`src/rtl/fetch_stage.sv`:
```
// Fetch stage: holds the fetch PC and drives the instruction-memory address.
// It selects the next PC (sequential, branch, jump, register jump, eret or
// exception entry), flags fetch address errors, and counts advanced fetches.
module fetch_stage #(
  parameter logic [31:0] PC_RESET  = 32'h0000_3000,
  parameter logic [31:0] EXC_ENTRY = 32'h0000_4180,
  parameter logic [31:0] IM_LO     = 32'h0000_3000,
  parameter logic [31:0] IM_HI     = 32'h0000_6FFC
) (
  input  logic        clk,
  input  logic        reset,
  input  logic        Req,
  input  logic        stall,
  input  logic        eret_D,
  input  logic [31:0] EPC,
  input  logic [2:0]  npc_op_D,
  input  logic        br_cond_D,
  input  logic [31:0] pc_D,
  input  logic [15:0] Imm16_D,
  input  logic [25:0] Imm26_D,
  input  logic [31:0] rs_fwd_D,
  output logic [31:0] i_inst_addr,
  input  logic [31:0] i_inst_rdata,
  output logic [31:0] Instr_F,
  output logic [31:0] pc_F,
  output logic        ISDB_F,
  output logic [4:0]  EXCode_F,
  output logic [31:0] fetch_cnt
);

  localparam logic [2:0] NpcSeq    = 3'd0;
  localparam logic [2:0] NpcBranch = 3'd1;
  localparam logic [2:0] NpcJump   = 3'd2;
  localparam logic [2:0] NpcJreg   = 3'd3;

  localparam logic [4:0] ExcNone = 5'd0;
  localparam logic [4:0] ExcAdEL = 5'd4;

  logic [31:0] pc_q, pc_d;
  logic [31:0] cnt_q, cnt_d;
  logic [31:0] pc_seq;
  logic [31:0] br_target;
  logic [31:0] npc;
  logic        adel;

  assign pc_seq    = pc_q + 32'd4;
  assign br_target = pc_D + 32'd4 + {{14{Imm16_D[15]}}, Imm16_D, 2'b00};

  // Redirect target chosen by the instruction in D; unknown ops fall through.
  always_comb begin
    npc = pc_seq;
    case (npc_op_D)
      NpcBranch: npc = br_cond_D ? br_target : pc_seq;
      NpcJump:   npc = {pc_D[31:28], Imm26_D, 2'b00};
      NpcJreg:   npc = rs_fwd_D;
      default:   npc = pc_seq;
    endcase
  end

  // PC priority: exception entry, then stall hold, then eret, then NPC.
  // The counter advances only when the PC moves under program control.
  always_comb begin
    pc_d  = pc_q;
    cnt_d = cnt_q;
    if (Req) begin
      pc_d = EXC_ENTRY;
    end else if (stall) begin
      pc_d = pc_q;
    end else if (eret_D) begin
      pc_d  = EPC;
      cnt_d = cnt_q + 32'd1;
    end else begin
      pc_d  = npc;
      cnt_d = cnt_q + 32'd1;
    end
  end

  // PC and fetch counter registers with synchronous reset.
  always_ff @(posedge clk) begin
    if (reset) begin
      pc_q  <= PC_RESET;
      cnt_q <= 32'd0;
    end else begin
      pc_q  <= pc_d;
      cnt_q <= cnt_d;
    end
  end

  // Fetch address error: misaligned or outside the instruction memory window.
  always_comb begin
    adel = (pc_q[1:0] != 2'b00) || (pc_q < IM_LO) || (pc_q > IM_HI);
  end

  // Outputs; a faulting fetch delivers a nop so D never decodes garbage.
  always_comb begin
    i_inst_addr = pc_q;
    pc_F        = pc_q;
    fetch_cnt   = cnt_q;
    Instr_F     = adel ? 32'd0 : i_inst_rdata;
    EXCode_F    = adel ? ExcAdEL : ExcNone;
    // Any control-transfer in D makes F its delay slot, taken or not; eret has none.
    ISDB_F      = ((npc_op_D == NpcBranch) || (npc_op_D == NpcJump) ||
                   (npc_op_D == NpcJreg)) && !eret_D;
  end

endmodule

```
`config.mk`:
```
export PLATFORM = sky130hd
export DESIGN_NAME = fetch_stage
export DESIGN_NICKNAME = d
export VERILOG_FILES = /design/src/rtl/fetch_stage.sv
export SDC_FILE = /design/constraint.sdc
export NUM_CORES = 1
export LEC_CHECK = 0
export CAP_MARGIN = 20
export CORE_UTILIZATION = 46
export CTS_CLUSTER_SIZE = 10
export DETAILED_ROUTE_END_ITERATION = 10
export PLACE_DENSITY = 0.87
export SLEW_MARGIN = 20
export SYNTH_ARGS = -nofsm -noshare
export SYNTH_HDL_FRONTEND = slang
export SYNTH_SLANG_ARGS = --single-unit
```
`constraint.sdc`:
```
create_clock -name clk -period 6.6 [get_ports clk]
set_input_delay 0.99 -clock clk [delete_from_list [all_inputs] [get_ports clk]]
set_output_delay 0.99 -clock clk [all_outputs]
set_load 0.01 [all_outputs]
```
==> out/metrics.cfg <==
[clock_tree]
postCtsHoldBufs=0
cts_root_buf=clkbuf_16
cts_tree=yes
post-cts-setup-buffer-count=0
cts_max_path_buffers=2
cts_htree_levels=3
cts.sinks=64
insertion_delay_ps=330
post_cts_resized=0
cts_buffers=9
clk_pin_slew_worst_paths_ps=60

[global_route]
antenna_found_initial=0
grt_overflow=0
grt_pass1_wl_um=40000
grt_max_degree=41
grt_pass1_vias=7548
grt.total_usage_pct=34.5

[logic_synthesis]
synth-compound-area-share_pct=26.7
async_flop_share_pct=0
synthMuxAreaShare_pct=1.52
synthCells=868
synth_top_family_by_area=compound AO/OA/AOI/OAI gates
synthFlopType=dfxtp_1
synth_edf_count=0
synth_area_um2=6760
synth.avg_cell_area_um2=7.79
synth-seq-cells=64
yosysSeqAreaShare_pct=18.9
ys_warn_count=0
synth-simple-area-share_pct=21.6
synth_cell_type_count=82
yosys.area_share.xor_xnor_pct=10.4
synth_fa_ha_area_share_pct=11.2

[finish]
area_delta_synth_final_pct=47.2
layout-drive-gt1-share_pct=5.08
nFillCells=1125
layout.nets=1355
diodes=0

[die]
rows=43
num_io_pins=313
core_um2=14100
die_y_um=123
dieArea_um2=15200
die_x_um=123
start_util_pct=48.0

[power]
peakVddDrop_v=0.000122
intPower_w=0.00103
p_clk_share_pct=34.4
power_density_nw_per_um2=155
switching_share_pct=33.1
p_leak_nw=3.88
p_switching_w=0.000511
p_comb_share_pct=38.5
p_total_w=0.00154
pwr-share-seq_pct=27.1

[place]
io_buffers=308
gp_congestion=1.04
dp_hpwl_um=20800

[sta]
clock.fmax_ghz=0.226
relSlewSlack_pct=35.5
hold_violations=0
fin_setup_tns_ps=0
finalCritPeriodShare_pct=66.9
tightest_slew_ps=968
fin_skew_ps=8.66
period_minus_slack_ps=4420
report.final.slew_viol_count=0
rsz0062_at_grt=no
report.final.setup_viol=0

[drt]
vias=7885
wl_per_cell_um=20.3
ant_nets=0
drtIter0Drc=695
viasPerCell=6.06
routed_wl_um=26400
drc=0
first_pass_iters=6

[critical_path]
cp.required_ps=5610
slowest_stage=clkdlybuf4s50_1
critPathTopFamily=buffers and inverters
cp-end-kind=output port
arrival_ps=3430
path_buf_inv=3
critical_path_class=input pin to output port
start_kind=input pin
crit_chain=clkdlybuf4s50_1 -> o21ai_0 -> inv_1 -> clkdlybuf4s50_1
crit_top_cell=clkdlybuf4s50_1
critPathMaxFanout=22
cpPeakStageDelay_ps=880

[run_status]
outcome=finished clean

[job]
drv_cap=0

[hold_path]
worst_hold_path_type=flop to flop

path summary, 6_finish.rpt:
kind,startpoint,to,slack (ps),cells past startpoint
hold / removal,fetch_cnt[8],fetch_cnt[8],510,2
setup reg to reg,i_inst_addr[2],i_inst_addr[28],3620,9
hold reg to reg,fetch_cnt[8],fetch_cnt[8],510,2
setup / recovery,npc_op_D[0],ISDB_F,2180,4
cell usage after synthesis (6+ instances only):
master	number	area share, %
nor2_1	86	4.8
dfxtp_1	64	19
a21oi_1	63	4.7
nand2_1	62	3.4
ha_1	59	11
o21ai_0	43	3.2
xnor2_1	40	5.2
xor2_1	40	5.2
buf_4	38	4.2
and2_1	35	3.2
clkbuf_1	33	1.8
nand3_1	30	2.2
inv_1	23	1.3
a221oi_1	22	2.8
a21o_1	15	1.7
and3_1	15	1.4
nand4_1	13	1.2
a222oi_1	12	1.8
a211oi_1	10	1.1
buf_6	10	1.7
nor3_1	10	0.74
o221ai_1	9	1.2
mux2i_1	8	1.2
and4_1	7	0.91
a221o_1	6	0.89
o211ai_1	6	0.67
o21bai_1	6	0.67
or3_1	6	0.56
layer usage:
| layer | vias to the layer above | routed length, um | GRT usage, % |
|---|---|---|---|
| met1 | 3612 | 9790 | 40.8 |
| li1 | 3664 | - | - |
| met2 | 526 | 12600 | 59.8 |
| met4 | 0 | 1040 | 14.2 |
| met5 | - | 0 | 0 |
| met3 | 83 | 2950 | 7.80 |
stage by stage:
step / utilization (%) / cells / worst slack (ps) / instance area [um^2] / hold WS (ps)
floorplan: - / 871 / 2810 / 6770 / 515
global placement: 68.3 / 1285 / 1960 / 9630 / 485
detailed placement: 68.3 / 1285 / 1920 / 9630 / 495
CTS: 70.6 / 1301 / 2230 / 9950 / 510
global route: 70.6 / 1301 / 2020 / 9950 / 536
finish: 70.6 / 1301 / 2180 / 9950 / 515
area by class of cell:
| class | instances | area, um^2 | share of cell area [%] |
|---|---|---|---|
| multi-input cells | 696 | 4850 | 48.7 |
| flip-flops and latches | 64 | 1280 | 12.9 |
| clock inverters | 7 | 103 | 1.03 |
| well taps | 180 | 225 | 2.26 |
| repair buffers | 321 | 3180 | 32.0 |
| inverters | 24 | 90.1 | 0.905 |
| clock buffers | 9 | 225 | 2.26 |
placed cells by master, fill, tap and decap left out, drive strengths merged, types with 7 or more instances in the layout:
master | synthesis | layout
and3 | 15 | 15
a211oi | 11 | 11
o21bai | 7 | 7
a221oi | 26 | 26
xnor2 | 40 | 40
mux2i | 8 | 8
inv | 23 | 25
dfxtp | 64 | 64
and4 | 7 | 7
ha | 59 | 59
clkdlybuf4s50 | 0 | 308
o21ai | 49 | 49
nand4 | 13 | 13
o221ai | 10 | 10
a222oi | 12 | 12
and2 | 37 | 37
a21oi | 65 | 65
buf | 50 | 13
a21o | 16 | 16
nand3 | 30 | 30
nor2 | 87 | 87
nor3 | 11 | 11
nand2 | 63 | 63
xor2 | 40 | 40
clkbuf | 36 | 9
kinds of logic after synthesis:
family          after synthesis
simple gates                292
mux                          10
other cells                   1
compound gates              250
buf+inv                     111
flops                        64
xor+xnor                     80
fa+ha+maj                    60
worst register-to-register path, stage by stage, from the launching register on:
cell      delay, ps
dfxtp_1         490
ha_1            260
and4_1          260
nand3_1         290
or3_1           550
nor2_1          160
xor2_1          120
a221o_1         370
a221oi_1        240
a21oi_1         120
power groups by stage:
stage	registers (W)	clock network (W)	logic, W
after detailed placement	0.000426	0	0.000583
final	0.000418	0.000530	0.000594
after CTS	0.000417	0.000530	0.000586
after global placement	0.000425	0	0.000578
after global routing	0.000419	0.000549	0.000641
after floorplan	0.000423	0	0.000337
flip-flops by register name (all words and copies together), names as in the netlist, named ones only:
signal       count
i_inst_addr     30
fetch_cnt       32
(Power assumes the default switching activity.)
